==> src/rtl/seripara_pkg.sv <==
// Shared constants and helpers for the seripara serial-to-parallel word converter.
package seripara_pkg;

    localparam bit MODE_MSB_FIRST = 1'b1;
    localparam bit MODE_LSB_FIRST = 1'b0;

    // Counter width for a given word width; never below one bit.
    function automatic int unsigned cw(input int unsigned width);
        int unsigned w;
        w = $clog2(width);
        return (w < 1) ? 1 : w;
    endfunction

endpackage

==> src/rtl/seripara_bitcnt.sv <==
// Bit counter for one word: counts enabled bits 0..WIDTH-1 and flags the last bit.
module seripara_bitcnt
    import seripara_pkg::*;
#(
    parameter int unsigned WIDTH = 8,
    localparam int unsigned CW = cw(WIDTH)
) (
    input  logic          clk,
    input  logic          res,
    input  logic          clr_i,
    input  logic          ena_i,
    output logic [CW-1:0] cnt_o,
    output logic          last_o
);

    logic [CW-1:0] cnt_q, cnt_d;

    // Explicit compare so non-power-of-2 widths wrap correctly.
    assign last_o = (cnt_q == CW'(WIDTH - 1));
    assign cnt_o  = cnt_q;

    always_comb begin
        cnt_d = cnt_q;
        if (clr_i) begin
            cnt_d = '0;
        end else if (ena_i) begin
            cnt_d = last_o ? '0 : cnt_q + CW'(1);
        end
    end

    always_ff @(posedge clk or negedge res) begin
        if (!res) begin
            cnt_q <= '0;
        end else begin
            cnt_q <= cnt_d;
        end
    end

endmodule

==> src/rtl/seripara_word.sv <==
// Serial-in/parallel-out converter with word framing, capture register and valid/ready output.
module seripara_word
    import seripara_pkg::*;
#(
    parameter int unsigned WIDTH     = 8,
    parameter bit          MSB_FIRST = MODE_MSB_FIRST,
    localparam int unsigned CW = cw(WIDTH)
) (
    input  logic             clk,
    input  logic             res,
    input  logic             ena,
    input  logic             si,
    input  logic             clr,
    output logic [WIDTH-1:0] q,
    output logic [CW-1:0]    cnt,
    output logic [WIDTH-1:0] dout,
    output logic             dvalid,
    input  logic             drdy,
    output logic             ovf
);

    logic [WIDTH-1:0] q_q, q_d, nq;
    logic [WIDTH-1:0] dout_q, dout_d;
    logic             dvalid_q, dvalid_d;
    logic             ovf_q, ovf_d;
    logic             last;
    logic             complete;
    logic             accept;

    seripara_bitcnt #(
        .WIDTH (WIDTH)
    ) u_bitcnt (
        .clk    (clk),
        .res    (res),
        .clr_i  (clr),
        .ena_i  (ena),
        .cnt_o  (cnt),
        .last_o (last)
    );

    generate
        if (MSB_FIRST == MODE_MSB_FIRST) begin : g_msb
            assign nq = {q_q[WIDTH-2:0], si};
        end else begin : g_lsb
            assign nq = {si, q_q[WIDTH-1:1]};
        end
    endgenerate

    assign complete = ena && !clr && last;
    assign accept   = dvalid_q && drdy;

    always_comb begin
        q_d      = q_q;
        dout_d   = dout_q;
        dvalid_d = dvalid_q;
        ovf_d    = ovf_q;
        if (clr) begin
            // Frame restart leaves the captured word and its handshake alone.
            q_d   = '0;
            ovf_d = 1'b0;
        end else begin
            if (ena) begin
                q_d = nq;
            end
            if (complete) begin
                if (!dvalid_q || drdy) begin
                    dout_d   = nq;
                    dvalid_d = 1'b1;
                end else begin
                    ovf_d = 1'b1;
                end
            end else if (accept) begin
                dvalid_d = 1'b0;
            end
        end
    end

    always_ff @(posedge clk or negedge res) begin
        if (!res) begin
            q_q      <= '0;
            dout_q   <= '0;
            dvalid_q <= 1'b0;
            ovf_q    <= 1'b0;
        end else begin
            q_q      <= q_d;
            dout_q   <= dout_d;
            dvalid_q <= dvalid_d;
            ovf_q    <= ovf_d;
        end
    end

    assign q      = q_q;
    assign dout   = dout_q;
    assign dvalid = dvalid_q;
    assign ovf    = ovf_q;

endmodule
==> config.mk <==
export PLATFORM = sky130hd
export DESIGN_NAME = seripara_word
export DESIGN_NICKNAME = d
export VERILOG_FILES = /design/src/rtl/seripara_pkg.sv /design/src/rtl/seripara_bitcnt.sv /design/src/rtl/seripara_word.sv
export SDC_FILE = /design/constraint.sdc
export NUM_CORES = 1
export LEC_CHECK = 0
export CAP_MARGIN = 25
export CORE_UTILIZATION = 35
export DETAILED_ROUTE_END_ITERATION = 10
export PLACE_DENSITY_LB_ADDON = 0.15
export SLEW_MARGIN = 30
export SYNTH_ARGS = -nofsm -noshare
export SYNTH_HDL_FRONTEND = slang
export SYNTH_HIERARCHICAL = 1
export SYNTH_SLANG_ARGS = --single-unit
==> constraint.sdc <==
create_clock -name clk -period 2 [get_ports clk]
set_input_delay 0.3 -clock clk [delete_from_list [all_inputs] [get_ports clk]]
set_output_delay 0.3 -clock clk [all_outputs]
set_load 0.03 [all_outputs]
==> PnR_summary.wiki <==
{| class="wikitable"
! Metric !! Value
|-
| Number of iterations in the first detailed-routing pass || 4
|-
| Setup repair after global routing missed its margin || no
|-
| Register-to-Register Setup Slack || approximately 0.23 ns
|-
| Clock slew at reported path FFs || 0.11 ns
|-
| Residual DRC || 0
|-
| Power density over cell area || 584.8 nW/um^2
|-
| Per-cell via count in the routed design || 4.691
|-
| Dominant cells by area after synthesis || sky130_fd_sc_hd__dfrtp_1 60%, sky130_fd_sc_hd__mux2i_1 11%, sky130_fd_sc_hd__mux2_2 10%, sky130_fd_sc_hd__nor2_1 4.7%, sky130_fd_sc_hd__ha_1 2.9%
|-
| Sequential Area || 525.5 um^2
|-
| Initial antenna violation count || 0
|-
| Fraction of layout cells with a size suffix above 1 || 18.95%
|-
| Shortest period the worst path allows || approximately 1.8 ns
|-
| Minimum setup slack after placement || 0.1777 ns
|-
| Arrival time at the worst endpoint || around 2.0 ns
|-
| Overall power of the completed layout || 704.6 uW
|-
| Type of the tightest min-delay check || primary input to asynchronous set/reset pin
|-
| Type of element capturing the critical path || flop
|-
| Endpoint of the worst-slack reg-to-reg timing path || dout[0]$_DFFE_PN0P_
|-
| Total number of vias || approximately 580
|-
| Fill cell total of the finished layout || 204
|-
| Final net count || 104
|-
| Setup clock skew after layout || 0.004309 ns
|-
| Antenna fix cells || 0
|-
| Final sum of negative setup slack || 0 ns
|-
| Commonest cells after routing, fill and taps aside || 26 x sky130_fd_sc_hd__clkdlybuf4s50_1, 21 x sky130_fd_sc_hd__dfrtp_1, 11 x sky130_fd_sc_hd__nor2_1, 10 x sky130_fd_sc_hd__mux2i_1, 8 x sky130_fd_sc_hd__mux2_2
|-
| Width of the chip || 51.99 um
|-
| Cells after DPL || 119
|-
| Upper clock frequency limit || 0.5640 GHz
|-
| Clock tree from TritonCTS || done
|-
| Final core utilization || 52.94%
|-
| Synth warn || 6
|-
| Syn_area_per_cell || 13.67 um^2
|-
| Total grt overflow || 0
|-
| Post-synth design cell area || just under 900 um^2
|-
| Worst path required time || 2.19 ns
|-
| Number of max-cap violations || 0
|-
| Number of distinct library cells after synthesis || 16
|-
| Total Wirelength || 1599 um
|-
| Synthesized netlist net count || 72
|-
| Number of gates resized after cts || 0
|-
| Finished Layout Cells || 123
|-
| Startpoint Class || flop
|-
| Largest driver fanout on the critical path || 8
|-
| Area share of the largest cell type after synthesis || 60.09%
|-
| Weighted congestion at the end of routability-driven global placement || between 0.6 and 0.7
|-
| Cell taking the most area after synthesis || sky130_fd_sc_hd__dfrtp_1
|-
| Run status || finished, final reports clean
|-
| Maximum buffer depth of the clock tree || 2
|-
| Final number of setup-violating endpoints || 0
|-
| IR drop worst, VDD || 367.6 uV
|-
| Clock tree root buffer cell || sky130_fd_sc_hd__clkbuf_4
|-
| Area Overhead vs Synth || 37.77%
|-
| Setup WS post-layout || 0.2269 ns
|-
| Effective utilization at floorplan || roughly two fifths
|-
| Count of cells along the worst register-to-register path || 5
|-
| Worst-case headroom to the max-slew limit || 71.84%
|-
| Port Buf Inserts || 26
|-
| Average wire length per cell after detail routing || 13.00 um
|-
| Yosys reg bits || 21
|-
| Syn Inst Count || between 60 and 70
|-
| Max-slew violations || 0
|-
| Detail Route Antenna Nets || 0
|-
| First-pass GRT wire length || between 2000 and 3000 um
|-
| Post-CTS setup buffer count || 0
|-
| Hold-fix buffers, CTS || 0
|-
| Pin count of the biggest net entering global routing || 22
|-
| Total I/O pin count || 27
|-
| CTS buffer count || 3
|-
| Leakage power summed over all cells || ~0.0006 uW
|-
| Placeable core region || 2276 um^2
|-
| Area of combinational cells with multiple inputs || 330.3 um^2
|-
| Number of DRC violations after detailed-routing iteration 0 || 6
|-
| Vias in the first global route || 562
|-
| Crit Reg-Reg Startpoint || u_bitcnt/cnt_o[0]$_DFFE_PN0P_
|-
| Number of levels in the clock H-tree || 1
|-
| Part of the cycle the worst path needs || about nine tenths
|-
| Clk sink count || 21
|-
| Kind of critical path || flop to flop
|-
| Fraction of the yosys area taken by sequential cells || between 60% and 70%
|-
| Actual slew at the worst max-slew pin || between 0.4 and 0.5 ns
|-
| HPWL after detailed placement || 1105 um
|-
| Clock latency on the worst-skew pair || 0.29 ns
|-
| Number of rows in the core area || 17
|-
| Commonest non-fill, non-tap cell in the layout || sky130_fd_sc_hd__clkdlybuf4s50_1
|-
| Die ar. || 2703 um^2
|-
| Total track usage || 14.23%
|-
| Endpoints failing hold || 0
|-
| Die span in y || approximately 52 um
|}
cell type report:
| class | instances | share of cell area (%) |
|---|---|---|
| Multi-Input combinational cell | 40 | 27.41 |
| Inverter | 1 | 0.3115 |
| Tap cell | 28 | 2.908 |
| Timing Repair Buffer | 29 | 23.47 |
| Clock inverter | 1 | 0.4154 |
| Sequential cell | 21 | 43.61 |
| Clock buffer | 3 | 1.869 |
stage by stage:
stage / cell area [um^2] / hold slack, ns
2_1_floorplan: 874.6 / 0.004409
3_3_place_gp: 1177 / 0.4806
3_5_place_dp: 1177 / 0.4988
4_1_cts: 1205 / 0.3321
5_1_grt: 1205 / 0.3488
6_report: 1205 / 0.3330
state kept, by name, indices dropped and copies added (netlist names):
name	flops
dout	8
q	8
u_bitcnt/cnt_o	3
dvalid	1
ovf	1
logic make-up after synthesis:
family / after synthesis / share of synthesized area (%)
flops: 21 / 60.09
mux: 18 / 21.75
simple gates: 16 / 10.30
compound gates: 4 / 2.862
buf+inv: 3 / 2.145
fa+ha+maj: 2 / 2.861
worst max-delay path, cell delays in order (launching register included):
cell and delay, ns:
sky130_fd_sc_hd__dfrtp_1 0.43, sky130_fd_sc_hd__ha_1 0.17, sky130_fd_sc_hd__ha_1 0.23, sky130_fd_sc_hd__nand2_4 0.07, sky130_fd_sc_hd__nor3_4 0.38, sky130_fd_sc_hd__mux2_2 0.39
synthesized netlist by cell type:
master and count:
sky130_fd_sc_hd__nor3_4 1, sky130_fd_sc_hd__nand2b_1 1, sky130_fd_sc_hd__dfrtp_1 21, sky130_fd_sc_hd__or3b_1 1, sky130_fd_sc_hd__a31oi_1 1, sky130_fd_sc_hd__nand2_4 1
sky130_fd_sc_hd__mux2i_1 10, sky130_fd_sc_hd__clkbuf_1 1, sky130_fd_sc_hd__nor2_1 11, sky130_fd_sc_hd__buf_6 1, sky130_fd_sc_hd__o21ai_0 2, sky130_fd_sc_hd__mux2_2 8
sky130_fd_sc_hd__nor2b_1 1, sky130_fd_sc_hd__inv_1 1, sky130_fd_sc_hd__ha_1 2, sky130_fd_sc_hd__a21oi_2 1
power by group:
group	switching, uW	total [uW]	internal, uW
registers	5.65	436	430
logic	39.8	71.8	32.0
clock network	123	197	74.4
total	168	705	536
layer usage:
metal / part of all wire, % / GRT usage (%) / routed length (um)
met5: 0 / 0 / 0
met3: 5.6 / 4.094 / 89
met2: 47 / 20.73 / 749
met4: 0.81 / 6.757 / 13
met1: 47 / 19.25 / 746
worst max-delay path by stage:
stage / endpoint / slack [ns] / startpoint / cells past startpoint
2_1_floorplan: dout[0]$_DFFE_PN0P_ / 0.21 / u_bitcnt/cnt_o[0]$_DFFE_PN0P_ / 5
3_3_place_gp: dout[3]$_DFFE_PN0P_ / 0.21 / ena / 4
3_5_place_dp: dout[0]$_DFFE_PN0P_ / 0.18 / ena / 4
4_1_cts: dout[0]$_DFFE_PN0P_ / 0.19 / u_bitcnt/cnt_o[0]$_DFFE_PN0P_ / 5
5_1_grt: dout[0]$_DFFE_PN0P_ / 0.11 / u_bitcnt/cnt_o[0]$_DFFE_PN0P_ / 5
6_report: dout[0]$_DFFE_PN0P_ / 0.23 / u_bitcnt/cnt_o[0]$_DFFE_PN0P_ / 5
No activity file was read; power rests on OpenSTA's default activity.
